==> src/rtl/mem_req_arbiter.sv <==
// Arbitrates the byte-serial memory engine among fetch, load and store requesters.
// Define MEM_ARB_AGING_EN to enable the fetch starvation counter (aging).
module mem_req_arbiter #(
  parameter int unsigned STARVE_LIM = 8,
  parameter logic [1:0]  IO_HI      = 2'b11
) (
  input  logic        clk,
  input  logic        rst,
  input  logic        rdy,
  input  logic        clr,
  input  logic        io_buffer_full,
  input  logic        if_req,
  input  logic [31:0] if_addr,
  output logic        if_done,
  output logic [31:0] if_data,
  input  logic        ld_req,
  input  logic [31:0] ld_addr,
  input  logic [1:0]  ld_len,
  output logic        ld_done,
  output logic [31:0] ld_data,
  input  logic        st_req,
  input  logic [31:0] st_addr,
  input  logic [1:0]  st_len,
  input  logic [31:0] st_data,
  output logic        st_done,
  output logic        eng_start,
  output logic        eng_wr,
  output logic [31:0] eng_addr,
  output logic [1:0]  eng_len,
  output logic [31:0] eng_wdata,
  input  logic        eng_done,
  input  logic [31:0] eng_rdata,
  output logic [2:0]  o_dbg_state
);

  typedef enum logic [2:0] {
    S_IDLE    = 3'd0,
    S_BUSY_IF = 3'd1,
    S_BUSY_LD = 3'd2,
    S_BUSY_ST = 3'd3,
    S_DRAIN   = 3'd4
  } state_t;

  state_t r_state, w_state_nxt;
  logic   w_st_ok, w_ld_ok, w_if_ok;
  logic   w_gnt_st, w_gnt_ld, w_gnt_if;
  logic   w_fetch_first;

  // A requester whose done is showing is masked; flush blocks new reads only.
  assign w_st_ok = st_req && !st_done && !((st_addr[17:16] == IO_HI) && io_buffer_full);
  assign w_ld_ok = ld_req && !ld_done && !clr;
  assign w_if_ok = if_req && !if_done && !clr;

`ifdef MEM_ARB_AGING_EN
  logic [3:0] r_starve;

  // >= keeps fetch promoted if a flush-blocked cycle let the count run past the limit.
  assign w_fetch_first = (r_starve >= 4'(STARVE_LIM));

  always_ff @(posedge clk) begin
    if (rst) begin
      r_starve <= 4'd0;
    end else if (rdy) begin
      if (!if_req || w_gnt_if) begin
        r_starve <= 4'd0;
      end else if ((w_gnt_st || w_gnt_ld) && (r_starve != 4'hF)) begin
        r_starve <= r_starve + 4'd1;
      end
    end
  end
`else
  assign w_fetch_first = 1'b0;
`endif

  always_comb begin
    w_state_nxt = r_state;
    w_gnt_st    = 1'b0;
    w_gnt_ld    = 1'b0;
    w_gnt_if    = 1'b0;
    case (r_state)
      S_IDLE: begin
        if (w_fetch_first && w_if_ok) begin
          w_gnt_if    = 1'b1;
          w_state_nxt = S_BUSY_IF;
        end else if (w_st_ok) begin
          w_gnt_st    = 1'b1;
          w_state_nxt = S_BUSY_ST;
        end else if (w_ld_ok) begin
          w_gnt_ld    = 1'b1;
          w_state_nxt = S_BUSY_LD;
        end else if (w_if_ok) begin
          w_gnt_if    = 1'b1;
          w_state_nxt = S_BUSY_IF;
        end
      end
      S_BUSY_IF, S_BUSY_LD: begin
        if (eng_done)  w_state_nxt = S_IDLE;
        else if (clr)  w_state_nxt = S_DRAIN;
      end
      S_BUSY_ST, S_DRAIN: begin
        if (eng_done) w_state_nxt = S_IDLE;
      end
      default: w_state_nxt = S_IDLE;
    endcase
  end

  always_ff @(posedge clk) begin
    if (rst) begin
      r_state   <= S_IDLE;
      eng_start <= 1'b0;
      eng_wr    <= 1'b0;
      eng_addr  <= 32'h0;
      eng_len   <= 2'b00;
      eng_wdata <= 32'h0;
      if_done   <= 1'b0;
      ld_done   <= 1'b0;
      st_done   <= 1'b0;
      if_data   <= 32'h0;
      ld_data   <= 32'h0;
    end else if (rdy) begin
      r_state   <= w_state_nxt;
      eng_start <= 1'b0;
      if_done   <= 1'b0;
      ld_done   <= 1'b0;
      st_done   <= 1'b0;
      if (w_gnt_st) begin
        eng_start <= 1'b1;
        eng_wr    <= 1'b1;
        eng_addr  <= st_addr;
        eng_len   <= st_len;
        eng_wdata <= st_data;
      end else if (w_gnt_ld) begin
        eng_start <= 1'b1;
        eng_wr    <= 1'b0;
        eng_addr  <= ld_addr;
        eng_len   <= ld_len;
        eng_wdata <= 32'h0;
      end else if (w_gnt_if) begin
        eng_start <= 1'b1;
        eng_wr    <= 1'b0;
        eng_addr  <= if_addr;
        eng_len   <= 2'b10;
        eng_wdata <= 32'h0;
      end
      // A flush landing on the completion cycle cancels the read's done.
      if (eng_done) begin
        case (r_state)
          S_BUSY_IF: if (!clr) begin
            if_done <= 1'b1;
            if_data <= eng_rdata;
          end
          S_BUSY_LD: if (!clr) begin
            ld_done <= 1'b1;
            ld_data <= eng_rdata;
          end
          S_BUSY_ST: st_done <= 1'b1;
          default: ;
        endcase
      end
    end
  end

  assign o_dbg_state = r_state;

endmodule

==> config.mk <==
export PLATFORM = sky130hd
export DESIGN_NAME = mem_req_arbiter
export DESIGN_NICKNAME = d
export VERILOG_FILES = /design/src/rtl/mem_req_arbiter.sv
export SDC_FILE = /design/constraint.sdc
export NUM_CORES = 1
export LEC_CHECK = 0
export ABC_AREA = 1
export CAP_MARGIN = 15
export CORE_ASPECT_RATIO = 0.75
export CORE_UTILIZATION = 36
export CTS_BUF_LIST = sky130_fd_sc_hd__clkbuf_4 sky130_fd_sc_hd__clkbuf_8 sky130_fd_sc_hd__clkbuf_16
export CTS_CLUSTER_DIAMETER = 100
export DETAILED_ROUTE_END_ITERATION = 10
export PLACE_DENSITY = 0.77
export SYNTH_ARGS = -nofsm -noshare
export SYNTH_HDL_FRONTEND = slang
export SYNTH_SLANG_ARGS = --single-unit
==> constraint.sdc <==
create_clock -name clk -period 1.3 [get_ports clk]
set_input_delay 0.195 -clock clk [delete_from_list [all_inputs] [get_ports clk]]
set_output_delay 0.195 -clock clk [all_outputs]
set_load 0.005 [all_outputs]
Word level (Yosys, flattened, before mapping):

Index checks and enable logic that the tools add are counted.

* flip-flop bits (word level): 138
* bits in latches: 0
* memory bits (writable): 0
* ROM bits: 0
* output and inout port bits: 138
* logic and storage cells: 78
* memories: 0

* $add $sub $neg: 0
* $mul: 0
* div/mod/pow operators: 0
* magnitude comparators: 0
* equal/unequal tests: 8
* shifts and indexed selects: 0
* mux-type cells: 38
* bitwise logic cells: 1
* reductions and logical operators: 20

Operators by type and width (count)
* $mux W32: 6
* $mux W1: 22
* $mux W3: 6
* $reduce_and A4 Y1: 3
* $pmux W3 S3: 1
* $logic_and A1 B1 Y1: 7
* $eq A3 B2 Y1 const B: 2
* $mux W2: 3
* $logic_not A1 Y1: 5
* $ne A4 B4 Y1 const B: 1
* $reduce_or A2 Y1: 2
* $eq A3 B1 Y1 const B: 1
* $eq A3 B3 Y1 const B: 1
* $logic_not A3 Y1: 1
* $ne A3 B3 Y1 const B: 1
* $reduce_bool A3 Y1: 1
* $eq A2 B2 Y1 const B: 1
* $ne A2 B2 Y1 const B: 1
* $reduce_and A2 Y1: 1
* $not A1 Y1: 1

Logic depth before layout (Yosys ltp):

Gate-level depths: netlist of the first run.

* depth after elaboration: 10
* gate-level depth with buffers: 10

Least setup slack after synthesis of the first run:

OpenSTA, ideal clock, no wires.

* kind: reg-to-reg
* start point: register st_done
* end point: register eng_addr[10]
* setup time: 0.119 ns
* arrival time: 1.207 ns
* data required time: 1.181 ns
* setup slack: -0.027 ns
* stages on the path, launching flop included: 8
* period minus slack after synthesis: 1.327 ns
* path through: dfxtp_1 -> nor2_4 -> nand2_4 -> buf_6 -> clkbuf_2 -> or2_2 -> nand2_1 -> a21oi_1

* longest elaborated chain between the ends: 7
* elaborated cells on any way between the ends: 13
* those cells by class: mux (8); reduce/logical (5)

RTL lines
* start: declaration: line 25 `output logic st_done,`
* start signal: assignment: line 117 `st_done <= 1'b0;`
* start signal: assignment: line 125 `st_done <= 1'b0;`
* start signal: assignment: line 156 `S_BUSY_ST: st_done <= 1'b1;`
* $logic_not A1 Y1 *: line 50 `assign w_st_ok = st_req && !st_done && !((st_addr[17:16] == IO_HI) && io_buffer_full);`
* $logic_and A1 B1 Y1 * (2 in a row): line 50
* $mux W1: line 85 `end else if (w_st_ok) begin`
* $mux W1: line 80 `case (r_state)`
* $reduce_bool A3 Y1 (no line) / $mux W32 (equally long branches)
* $reduce_and A2 Y1 (no line) / $mux W32 (equally long branches)
* end signal: assignment: line 129 `eng_addr <= st_addr;`
* end signal: assignment: line 135 `eng_addr <= ld_addr;`
* end signal: assignment: line 141 `eng_addr <= if_addr;`
* end: declaration: line 28 `output logic [31:0] eng_addr,`

Mark *: on every way between the ends. The rest lies on a longest branch, timed or not.
A chain may end at the register's enable or synchronous reset.

Worst setup path after layout of the first run:

* start point: register st_done
* end point: register eng_addr[31]

The elaborated chain is that of the path after synthesis.

==> results of run 1 <==
==> critical path, stage by stage (launching register included) <==
cell,delay [ns]
dfxtp_2,0.32
buf_6,0.11
nor2_4,0.10
nand2_4,0.11
buf_12,0.20
or2_2,0.31
nand2_1,0.09
a21oi_2,0.05
==> power groups by stage <==
stage / sequential [mW] / combinational (mW) / clock [mW]
floorplan: 4.74 / 1.11 / 0
global placement: 4.71 / 2.68 / 0
detailed placement: 4.72 / 2.70 / 0
CTS: 4.63 / 2.70 / 4.64
global route: 4.67 / 3.21 / 4.81
finish: 4.64 / 2.97 / 4.58
==> sequential cells by signal, summed over array words and instances (netlist names), 2 cells and up <==
| signal | count |
|---|---|
| ld_data | 32 |
| eng_wdata | 32 |
| eng_addr | 32 |
| if_data | 32 |
| o_dbg_state | 3 |
| eng_len | 2 |
==> routing by layer <==
metal	wire length, um	share of wire	global-route usage
met5	0	0	0
met1	9654	0.42	0.2963
met4	437	0.019	0.08485
met3	2307	0.099	0.09153
met2	10790	0.47	0.4065
==> cell families after synthesis <==
| family | after synthesis | synth area share |
|---|---|---|
| compound gates | 173 | 0.1537 |
| buf+inv | 80 | 0.06533 |
| flops | 138 | 0.4668 |
| simple gates | 405 | 0.3142 |
==> synth_stat cells (2+ instances only) <==
| cell | instances | area, um2 |
|---|---|---|
| or2_1 | 4 | 25.02 |
| nand2_4 | 2 | 22.52 |
| nand3_1 | 72 | 360.4 |
| nand3_4 | 2 | 35.03 |
| inv_1 | 9 | 33.78 |
| o21ai_1 | 7 | 35.03 |
| buf_6 | 5 | 56.30 |
| inv_2 | 9 | 33.78 |
| dfxtp_1 | 138 | 2763 |
| or2_2 | 26 | 162.7 |
| buf_2 | 34 | 170.2 |
| nand2_1 | 120 | 450.4 |
| nor2_4 | 5 | 56.30 |
| clkbuf_1 | 20 | 75.07 |
| nand4_1 | 33 | 206.5 |
| nor2_1 | 138 | 518.0 |
| clkbuf_2 | 2 | 10.01 |
| a21oi_1 | 61 | 305.3 |
| o21ai_0 | 92 | 460.4 |
| a21oi_2 | 10 | 87.58 |
==> repair_timing <==
item / in CTS / in global routing
gates resized for setup: 197 / 139
gates cloned: 2 / 10
setup buffers: 8 / 12
setup endpoints to repair: 270 / 137
pin swaps: 8 / 66
hold buffers: 0 / 0
==> cell type report <==
| cell class | count | area, um2 |
|---|---|---|
| multi-input cells | 579 | 3108 |
| inverters | 18 | 90.09 |
| well taps | 210 | 262.8 |
| flip-flops and latches | 138 | 2781 |
| fillers | 1334 | 5348 |
| clock inverters | 14 | 123.9 |
| clock buffers | 17 | 425.4 |
| repair buffers | 392 | 3926 |
==> stage by stage <==
step	hold slack [ns]	std cells	power [mW]	cell area, um2
5_1_grt	0.3294	1368	12.69	10720
2_1_floorplan	0.3299	796	5.846	5918
3_3_place_gp	0.4452	1305	7.390	9510
6_report	0.3095	1368	12.18	10720
4_1_cts	0.3317	1346	11.97	10070
3_5_place_dp	0.4517	1305	7.418	9510
==> path summary, 6_finish.rpt <==
check                                   start       endpoint  slack (ns)  cells after the start
worst max-delay path                  st_done   eng_addr[31]       -0.15                      7
worst min register to register  eng_wdata[14]  eng_wdata[14]        0.46                      2
worst max register to register        st_done   eng_addr[31]       -0.15                      7
worst min-delay path                      rdy        ld_done        0.31                      5
==> impl_metrics.toml, run 1 <==
[floorplan]
core_um2 = 16070
rows = 40
die_w_um = 150.1
initial_core_util = 0.3684
die_h_um = 113.0
dieArea_um2 = 16960
ios = 311

[logic_synthesis]
ys_seq_area_frac = 0.4668
syn_inst = 796
ys.flop_type = "dfxtp_1"
syn_area_per_cell_um2 = 7.435
synth_area_um2 = 5918
yosysUniqueCellTypes = 27
syn_nets = 969
yosys_warnings = 0
synth-edff-count = 0
ys_async_sr_fraction = 0
ys_seq_elements = 138

[layout]
layout_common_cells = "clkdlybuf4s50_1 (171), dlygate4sd2_1 (130), nor2_1 (129), dfxtp_1 (125), nand2_1 (111)"
nets = 1319
syn_to_final_growth_pct = 81.10
fin_util = 0.6671
drive_above_1_share = 0.2401
num_antenna_cells = 0
mostFrequentLayoutCell = "clkdlybuf4s50_1"

[setup_path]
arrival_ns = 1.75
cp.required_ns = 1.61
crit_type = "register to register"
cp_max_fo = 63
start_kind = "register"
cp-end-kind = "register"

[timing]
tns_ns = -9.427
fin_skew_ns = 0.007701
setup_slack_ns = -0.1453
period_share = 1.112
fmax_mhz = 691.9
rsz0062_at_grt = "true"
setup_violations = 119
hold_viol_final = 0
period_minus_slack_ns = 1.445
maxSlewHeadroom = 0.6986
slew_viol_final = 0
worst_pin_slew_ns = 0.4521

[placement]
io_buffers = 310
gp_congestion = 0.8430
dpl.hpwl_mm = 14.73
dp_slack_ns = -0.4807

[routing]
drt_iter0_drc = 304
routed_via_density = 5.053
drc_errors = 0
drt_wl_total_mm = 23.19
ant_nets = 0
wl_per_cell_um = 16.95
vias = 6913
drt_first_pass_iters = 5

[power]
power_density_nw_per_um2 = 1137
clockPowerShare = 0.376
switching_share = 0.2881
p_leak_nw = 4.901
p_seq_frac = 0.381
pwr-share-comb = 0.243
vdd_drop_max_uv = 864.7
power.switching_mw = 3.511
internal_power_mw = 8.674

[clock_tree]
clk_pin_slew_ns = 0.06
clock-root-buffer = "clkbuf_16"
cts_made_buffers = 17
tritoncts = "yes"
clock_sink_count = 138
clock_latency_ns = 0.42
h-tree-depth = 4
clock_path_buffers = 2

[global_routing]
grt_pass1_wl_mm = 32.82
grt_max_degree = 66
antenna_found_initial = 0
gr-total-overflow = 0
grtUsageTotal = 0.2473
first_global_vias = 6362

[worst_hold_path]
hold_class = "input port to register"

[run_status]
status = "finished, violations left"
failed_checks = "setup timing"

[job]
drv_cap = 0
Note: power is estimated with default switching activity, not from simulation.
==> inputs of run 2 (changes only) <==
Settings changed: ABC_AREA 1 to 0, CORE_UTILIZATION 36 to 35, SKIP_LAST_GASP set to 1.
==> impl_metrics.toml, run 2 <==
[routing]
wl_per_cell_um = 18.77
ant_nets = 0
vias = 6765
routed_via_density = 5.220
drt_wl_total_mm = 24.33
drc_errors = 0
drt_iter0_drc = 379
drt_first_pass_iters = 5

[clock_tree]
clock-root-buffer = "clkbuf_16"
hold_buffers = 0
tritoncts = "yes"
clk_pin_slew_ns = 0.07
clock_latency_ns = 0.42
cts_made_buffers = 17
clock_sink_count = 138
h-tree-depth = 4
clock_path_buffers = 2

[global_routing]
grt_max_degree = 79
gr-total-overflow = 0
antenna_found_initial = 1
first_global_vias = 6636
grt_pass1_wl_mm = 35.56
grtUsageTotal = 0.2761

[logic_synthesis]
ys_async_sr_fraction = 0
synthTopCellsByArea = "dfxtp_1 (49%), a21oi_1 (12%), nand2_1 (11%)"
synth_most_common_cell = "nand2_1"
ys_seq_area_frac = 0.4920
syn_inst = 711
yosys_warnings = 0
netlist_top_cells_count = "nand2_1 (170), dfxtp_1 (138), a21oi_1 (136)"
synth-edff-count = 0
syn_area_per_cell_um2 = 7.898
ys_seq_elements = 138
synth_top_area_cell = "dfxtp_1"
yosysUniqueCellTypes = 41
synth.top_cell.area_share = 0.4920
ys.flop_type = "dfxtp_1"
syn_nets = 884
synth_area_um2 = 5615

[timing]
fin_skew_ns = 0.008916
slew_viol_final = 0
worst_pin_slew_ns = 0.5292
setup_violations = 135
fin_hold_ws_ns = 0.2818
setup_slack_ns = -0.2829
fmax_mhz = 631.7
hold_viol_final = 0
period_share = 1.218
period_minus_slack_ns = 1.583
rsz0062_at_grt = "true"
maxSlewHeadroom = 0.6472

[placement]
placed_area_um2 = 9534
dpl.hpwl_mm = 14.55
dp_slack_ns = -0.6539
post-place-cells = 1227
io_buffers = 310
gp_congestion = 0.8562

[job]
drv_cap = 0

[layout]
nets = 1251
layout_common_cells = "clkdlybuf4s50_1 (171), dlygate4sd2_1 (130), dfxtp_1 (104), nand2_1 (103), a21oi_1 (81)"
n_fill_cell = 1152
final_area_um2 = 11460
mostFrequentLayoutCell = "clkdlybuf4s50_1"
final_cells = 1296
syn_to_final_growth_pct = 104.0
num_antenna_cells = 0
drive_above_1_share = 0.3291

[setup_path]
arrival_ns = 1.86
start_kind = "register"
crit_type = "register to register"
r2r_cells = 5
cp_max_fo = 6
cp.required_ns = 1.58
cp-end-kind = "register"

[run_status]
status = "finished, violations left"
failed_checks = "setup timing"

[worst_hold_path]
hold_class = "input port to register"
holdPathStages = 4

[floorplan]
die_h_um = 111.7
dieArea_um2 = 16560
die_w_um = 148.3
ios = 311
rows = 39
core_um2 = 15470
initial_core_util = 0.3630

[power]
power_density_nw_per_um2 = 1078
vdd_drop_max_uv = 842.1
p_leak_nw = 4.584
## run 2: final timing paths
kind / startpoint / slack (ns) / to
hold reg to reg: eng_wdata[4] / 0.45 / eng_wdata[4]
setup reg to reg: o_dbg_state[2] / -0.28 / ld_data[1]
hold / removal: rst / 0.28 / eng_addr[28]
setup / recovery: o_dbg_state[2] / -0.28 / ld_data[1]
## run 2: layout make-up
class                      count  area [um2]  area share
sequential                   138        2810      0.2453
clock buffer                  19       440.4     0.03844
timing repair buffer         411        4258      0.3716
inverter                       2       7.507   0.0006552
tap                          205       256.5     0.02239
multi-input combinational    508        3470      0.3028
clock inverter                13       215.2     0.01878
## run 2: report_power, final
group	internal [mW]	switching (mW)	leakage [nW]	total, mW
clock network	3.47	1.97	0.319	5.44
registers	4.39	0.102	1.13	4.49
logic	1.35	1.06	3.13	2.41
## run 2: kinds of logic (layout without fill, tap and decap cells)
group	after synthesis	count (layout)	synth area share
flip-flops	138	138	0.4920
buffers and inverters	65	445	0.05904
AND/OR/NAND/NOR	295	295	0.2291
multiplexers	3	3	0.005348
XOR/XNOR	1	1	0.001560
AO/OA/AOI/OAI	209	209	0.2130
## run 2: repair_timing
action | in CTS | in global routing
buffers inserted | 21 | 4
gates cloned | 14 | 6
hold endpoints to repair | 0 | 0
endpoints found under the setup margin | 274 | 141
gates resized for setup | 309 | 130
pin swaps | 84 | 48
## run 2: worst max-delay path, stage by stage, from the launching register on
cell and delay, ns:
dfxtp_2 0.33, nand2b_4 0.16, or4_4 0.62, buf_12 0.21, nand2_4 0.08, a21oi_4 0.05
## run 2: metrics by stage
stage                     power, mW  utilization  TNS, ns
after floorplan               5.405            -   -17.34
after global placement        6.625       0.6164   -76.15
after detailed placement      6.646       0.6164   -78.52
after CTS                     12.19       0.7110   -27.68
after global routing          12.79       0.7407   -35.23
final                         12.35       0.7407   -28.35
## run 2: per-layer routing
layer  global-route usage  share of wire  vias to the layer above
met5                    0        0.00053                        -
met4              0.08385          0.017                        2
met3              0.09262          0.091                       41
met2               0.4482           0.47                      291
met1               0.3452           0.42                     3243
li1                     -              -                     3188
